<file path="src/rtl/mnist_mem_pkg.sv">
// Shared types and defaults for the MNIST weight/image memory path.
package mnist_mem_pkg;

    localparam int         ADDR_W_DEF   = 32;
    localparam int         DATA_W_DEF   = 32;
    localparam logic [3:0] BRAM_WE_FULL = 4'b1111;

    typedef enum logic [1:0] {
        IDLE,
        OWN0,
        OWN1
    } arb_state_t;

    typedef enum logic {
        REQ_HOST = 1'b0,
        REQ_CORE = 1'b1
    } req_id_t;

endpackage

</file>
<file path="src/rtl/arb_pick2.sv">
// Combinational 2-way picker: the preferred requester wins when it requests,
// otherwise the other one. Fixed priority is simply pref tied to 0.
module arb_pick2 (
    input  logic [1:0] req,
    input  logic       pref,
    output logic [1:0] gnt
);

    always_comb begin
        gnt = 2'b00;
        if (req[pref])
            gnt[pref] = 1'b1;
        else if (req[!pref])
            gnt[!pref] = 1'b1;
    end

endmodule

</file>
<file path="src/rtl/bram_port_arbiter.sv">
// Two-requester arbiter for the single-port weight/image BRAM with lockable bursts.
// Define BRAM_ARB_RR_EN for round-robin IDLE arbitration; otherwise m0 has fixed priority.
module bram_port_arbiter
    import mnist_mem_pkg::*;
#(
    parameter int ADDR_W   = ADDR_W_DEF,
    parameter int DATA_W   = DATA_W_DEF,
    parameter int LOCK_MAX = 64
) (
    input  logic              clk,
    input  logic              rst,
    input  logic              m0_req,
    input  logic              m0_we,
    input  logic [ADDR_W-1:0] m0_addr,
    input  logic [DATA_W-1:0] m0_wdata,
    input  logic              m0_lock,
    output logic              m0_gnt,
    output logic              m0_rvalid,
    output logic [DATA_W-1:0] m0_rdata,
    input  logic              m1_req,
    input  logic              m1_we,
    input  logic [ADDR_W-1:0] m1_addr,
    input  logic [DATA_W-1:0] m1_wdata,
    input  logic              m1_lock,
    output logic              m1_gnt,
    output logic              m1_rvalid,
    output logic [DATA_W-1:0] m1_rdata,
    output logic              bram_en,
    output logic [ADDR_W-1:0] bram_addr,
    output logic [3:0]        bram_we,
    output logic [DATA_W-1:0] bram_wdata,
    input  logic [DATA_W-1:0] bram_rdata
);

    localparam int               CNT_W    = $clog2(LOCK_MAX + 1);
    localparam logic [CNT_W-1:0] CNT_LAST = CNT_W'(LOCK_MAX - 1);

    arb_state_t       state, state_nxt;
    logic [CNT_W-1:0] lock_cnt, lock_cnt_nxt;
    logic             frc_vld, frc_vld_nxt;
    req_id_t          frc_id, frc_id_nxt;
    logic [1:0]       pick, gnt, rsp_vld;
    logic             pref, beat_lock;
    req_id_t          win;

    // After a forced release the previous owner's rival gets first pick.
`ifdef BRAM_ARB_RR_EN
    logic rr_ptr;
    assign pref = frc_vld ? ~frc_id : rr_ptr;

    always_ff @(posedge clk or negedge rst) begin
        if (!rst)
            rr_ptr <= 1'b0;
        else if (state == IDLE && |gnt)
            rr_ptr <= ~win;
    end
`else
    assign pref = frc_vld ? ~frc_id : 1'b0;
`endif

    arb_pick2 u_pick (
        .req  ({m1_req, m0_req}),
        .pref (pref),
        .gnt  (pick)
    );

    always_comb begin
        gnt = 2'b00;
        if (rst) begin
            case (state)
                IDLE:    gnt = pick;
                OWN0:    gnt[0] = m0_req;
                OWN1:    gnt[1] = m1_req;
                default: gnt = 2'b00;
            endcase
        end
    end

    assign m0_gnt    = gnt[0];
    assign m1_gnt    = gnt[1];
    assign win       = gnt[1] ? REQ_CORE : REQ_HOST;
    assign beat_lock = gnt[1] ? m1_lock : m0_lock;

    always_comb begin
        bram_en    = |gnt;
        bram_addr  = '0;
        bram_we    = 4'b0000;
        bram_wdata = '0;
        if (gnt[0]) begin
            bram_addr  = m0_addr;
            bram_we    = m0_we ? BRAM_WE_FULL : 4'b0000;
            bram_wdata = m0_wdata;
        end else if (gnt[1]) begin
            bram_addr  = m1_addr;
            bram_we    = m1_we ? BRAM_WE_FULL : 4'b0000;
            bram_wdata = m1_wdata;
        end
    end

    always_comb begin
        state_nxt    = state;
        lock_cnt_nxt = lock_cnt;
        frc_vld_nxt  = 1'b0;
        frc_id_nxt   = frc_id;
        if (|gnt) begin
            if (beat_lock && lock_cnt == CNT_LAST) begin
                state_nxt    = IDLE;
                lock_cnt_nxt = '0;
                frc_vld_nxt  = 1'b1;
                frc_id_nxt   = win;
            end else if (beat_lock) begin
                state_nxt    = (win == REQ_CORE) ? OWN1 : OWN0;
                lock_cnt_nxt = lock_cnt + 1'b1;
            end else begin
                state_nxt    = IDLE;
                lock_cnt_nxt = '0;
            end
        end else if ((state == OWN0 && !m0_lock) || (state == OWN1 && !m1_lock)) begin
            state_nxt    = IDLE;
            lock_cnt_nxt = '0;
        end
    end

    always_ff @(posedge clk or negedge rst) begin
        if (!rst) begin
            state    <= IDLE;
            lock_cnt <= '0;
            frc_vld  <= 1'b0;
            frc_id   <= REQ_HOST;
            rsp_vld  <= 2'b00;
        end else begin
            state    <= state_nxt;
            lock_cnt <= lock_cnt_nxt;
            frc_vld  <= frc_vld_nxt;
            frc_id   <= frc_id_nxt;
            rsp_vld  <= {gnt[1] & ~m1_we, gnt[0] & ~m0_we};
        end
    end

    // The response tag is the per-requester bit in rsp_vld; data is shared.
    assign m0_rvalid = rsp_vld[0];
    assign m1_rvalid = rsp_vld[1];
    assign m0_rdata  = bram_rdata;
    assign m1_rdata  = bram_rdata;

`ifndef SYNTHESIS
    unaligned_addr: assert property (@(posedge clk) disable iff (!rst)
        bram_en |-> bram_addr[1:0] == 2'b00)
        else $error("bram_port_arbiter: unaligned address %h", bram_addr);
`endif

endmodule

</file>
<file path="config.mk">
export PLATFORM = sky130hd
export DESIGN_NAME = bram_port_arbiter
export DESIGN_NICKNAME = d
export VERILOG_FILES = /design/src/rtl/mnist_mem_pkg.sv /design/src/rtl/arb_pick2.sv /design/src/rtl/bram_port_arbiter.sv
export SDC_FILE = /design/constraint.sdc
export NUM_CORES = 1
export LEC_CHECK = 0
export ABC_AREA = 0
export CAP_MARGIN = 20
export CORE_AREA = 2 2 120 122
export CTS_CLUSTER_DIAMETER = 30
export DETAILED_ROUTE_END_ITERATION = 7
export DIE_AREA = 0 0 122 124
export GPL_ROUTABILITY_DRIVEN = 1
export PLACE_DENSITY = 0.57
export SLEW_MARGIN = 20
export SYNTH_ARGS = -nofsm -noshare
export SYNTH_HDL_FRONTEND = slang
export SYNTH_SLANG_ARGS = --single-unit
</file>
<file path="constraint.sdc">
create_clock -name clk -period 1.8 [get_ports clk]
set_clock_uncertainty 0.2 [all_clocks]
set_input_delay 0.27 -clock clk [delete_from_list [all_inputs] [get_ports clk]]
set_output_delay 0.27 -clock clk [all_outputs]
set_load 0.01 [all_outputs]
</file>
==> reports/results.ini <==
[clock_tree]
cts_tree = built
htreeDepth = 1
clk_latency_ps = 240
clkTransAtPathRegs_ps = 40
ctsRootBufferMaster = clkbuf_16
numCtsBuffers = 3
clock-sinks = 13
clockBufferDepth = 2

[logic_synthesis]
synth-seq-cells = 13
netlist.area_leader.share_pct = 30.0
syn-instance-count = 219
synth_area_sq_mm = 0.00190
synthFlopType = dfrtp_1
synth-seq-area-share_pct = 17.1
yosys.area.top_type = a22o_1
async_flop_share_pct = 100
ys_types = 35
ys_warn_count = 0
syn_nets = 388
synth_area_leaders = a22o_1, buf_4, dfrtp_1
avgSynthCellArea_sq_um = 8.67
synth_edf_count = 0

[sta]
finalCritPeriodShare_pct = 129
tightest_slew_ps = 363
rsz0062_at_grt = true
whs_ps = 91.1
slew_headroom_pct = 75.8
max_freq_ghz = 0.430
hold_viol_final = 0
finalSetupViolations = 71
worst_slack_ps = -527
min_period_ps = 2330
drv_slew = 0

[die]
core_area_sq_mm = 0.0137
die_area_sq_mm = 0.0151
die_h_um = 124
start_util_pct = 13.8
num_rows = 43
io_pins = 305
die_w_um = 122

[setup_path]
worstPathCellList = nor4bb_4, nor2_4, buf_6, buf_12, buf_16, a22o_1, buf_2
arrival_ps = 1860
reg2reg_from = state[0]
rr_worst_depth = 6
crit_cells = 7
start_kind = flip-flop
path_class = reg -> out
worst_path_max_delay_cell = dfrtp_1
crit_buf_inv = 4
max_stage_delay_ps = 410
worst_ep_required_time_ps = 1330
reg2reg_slack_ps = 0
endpoint_kind = output pin
critical_path.top_delay_family = buffers and inverters
r2r_end = frc_id
cp_max_fo = 10

[route]
routed.top_layer = met4
dr_wl_met3_um = 1220
drt-met1-wl_um = 3630
totalWireLength_um = 11600
dr_wl_met2_um = 6310
drtAntennaViolNets = 0
vias = 2475
drt_iter0_markers = 69
wl_per_cell_um = 20.2
route.detailed.drc = 0
first_pass_iters = 4
via_per_inst = 4.30

[pwr]
leakage_nw = 1.84
ir_drop_uv = 236
p_per_area_mw_per_mm2 = 451

[place]
place_congestion = 0.826
place_inst = 545
hpwl_um = 8410
io_buffers = 208

[cells_and_area]
diodes = 0
final_cells = 575
layout_common_cells = clkdlybuf4s50_1, a22o_1, buf_2, buf_6, buf_4
n_fill_cell = 1456
num-nets-final = 565
drive_gt1_share_pct = 36.2
final_common_cell = clkdlybuf4s50_1
area_growth_pct = 122
fin_util_pct = 30.7

[outcome]
violations = setup timing
status = finished, violations left

[global_routing]
track_usage_pct = 12.9
grt_pass1_wl_um = 14500
antenna_found_initial = 0
grt_pass1_vias = 2458
grt_max_degree = 21
grt-ovfl-total = 0

[hold_path]
hold_path.class = in -> async

[flow_run]
cap_viol_max_count = 0

==> per-layer routing <==
metal  track usage [%]  up-vias
li1                  -     1119
met4              5.68        0
met5                 0        -
met3              4.21       26
met1              12.2     1152
met2              25.3      178
==> logic make-up (layout without fill, tap and decap cells) <==
group           Yosys count  count (layout)  synth area share, %
xor+xnor                  1               1                0.461
compound gates           87              87                 39.2
simple gates             31              31                 10.3
flops                    13              13                 17.1
buf+inv                  86             262                 32.3
fa+ha+maj                 1               1                0.659
==> per-stage QoR <==
stage | cell area [sq um] | setup TNS [ps] | power (mW) | worst slack, ps
3_5_place_dp | 3830 | -68530 | 1.35 | -996
2_1_floorplan | 1920 | -2130 | 0.823 | -91.0
5_1_grt | 4210 | -37860 | 1.99 | -621
6_report | 4210 | -31520 | 1.90 | -527
4_1_cts | 4060 | -34890 | 1.87 | -555
3_3_place_gp | 3830 | -64740 | 1.35 | -950
==> Yosys cell counts, types with 2 or more instances <==
| cell | n |
|---|---|
| buf_4 | 67 |
| a22o_1 | 65 |
| dfrtp_1 | 13 |
| buf_2 | 7 |
| nand3_1 | 7 |
| nand2_1 | 5 |
| buf_6 | 4 |
| clkbuf_1 | 4 |
| inv_1 | 4 |
| nor2_1 | 4 |
| nor2b_1 | 4 |
| a32o_1 | 3 |
| o21ai_1 | 3 |
| a21oi_2 | 2 |
| and2_1 | 2 |
| nand2b_1 | 2 |
| o2111ai_1 | 2 |
| o21ai_0 | 2 |
| o2bb2ai_1 | 2 |
| o311ai_1 | 2 |
==> registers in the layout (all words and copies together), names as in the netlist <==
name and count:
frc_vld 1, lock_cnt 7, state 2, rsp_vld 2, frc_id 1
==> worst reg2reg max path, stage by stage, from the launching register on <==
cell and delay (ps):
dfrtp_2 430, buf_6 130, buf_4 130, nand3b_1 180, a21oi_4 210, o211ai_1 180
a32o_1 230
==> where the power goes <==
group	leakage [nW]	internal [mW]	switching, mW	total [mW]
registers	0.177	0.314	0.0176	0.331
logic	1.63	0.701	0.441	1.14
clock network	0.0382	0.299	0.125	0.424
total	1.84	1.31	0.584	1.90
==> worst max path at each step <==
| stage | startpoint | endpoint | slack, ps |
|---|---|---|---|
| 4_1_cts | state[0] | bram_addr[26] | -550 |
| 3_3_place_gp | m1_req | bram_addr[25] | -950 |
| 2_1_floorplan | state[0] | bram_we[1] | -90 |
| 6_report | frc_id | bram_wdata[22] | -530 |
| 5_1_grt | frc_id | bram_addr[25] | -620 |
| 3_5_place_dp | m1_req | bram_addr[25] | -1000 |
==> area by class of cell <==
type	count	area [sq um]	area share [%]
clock buffers	4	78.8	1.87
inverters	4	15.0	0.357
multi-input cells	120	1080	25.6
flip-flops and latches	13	327	7.76
well taps	180	225	5.35
repair buffers	254	2490	59.1
==> what timing repair did <==
item	in CTS	in global routing
cloned	7	4
gates resized for setup	320	20
endpoints found under the setup margin	82	83
endpoints found under the hold margin	2	0
hold buffers	1	0
pin swaps	19	20
setup buffers	13	5
(Power assumes the default switching activity.)
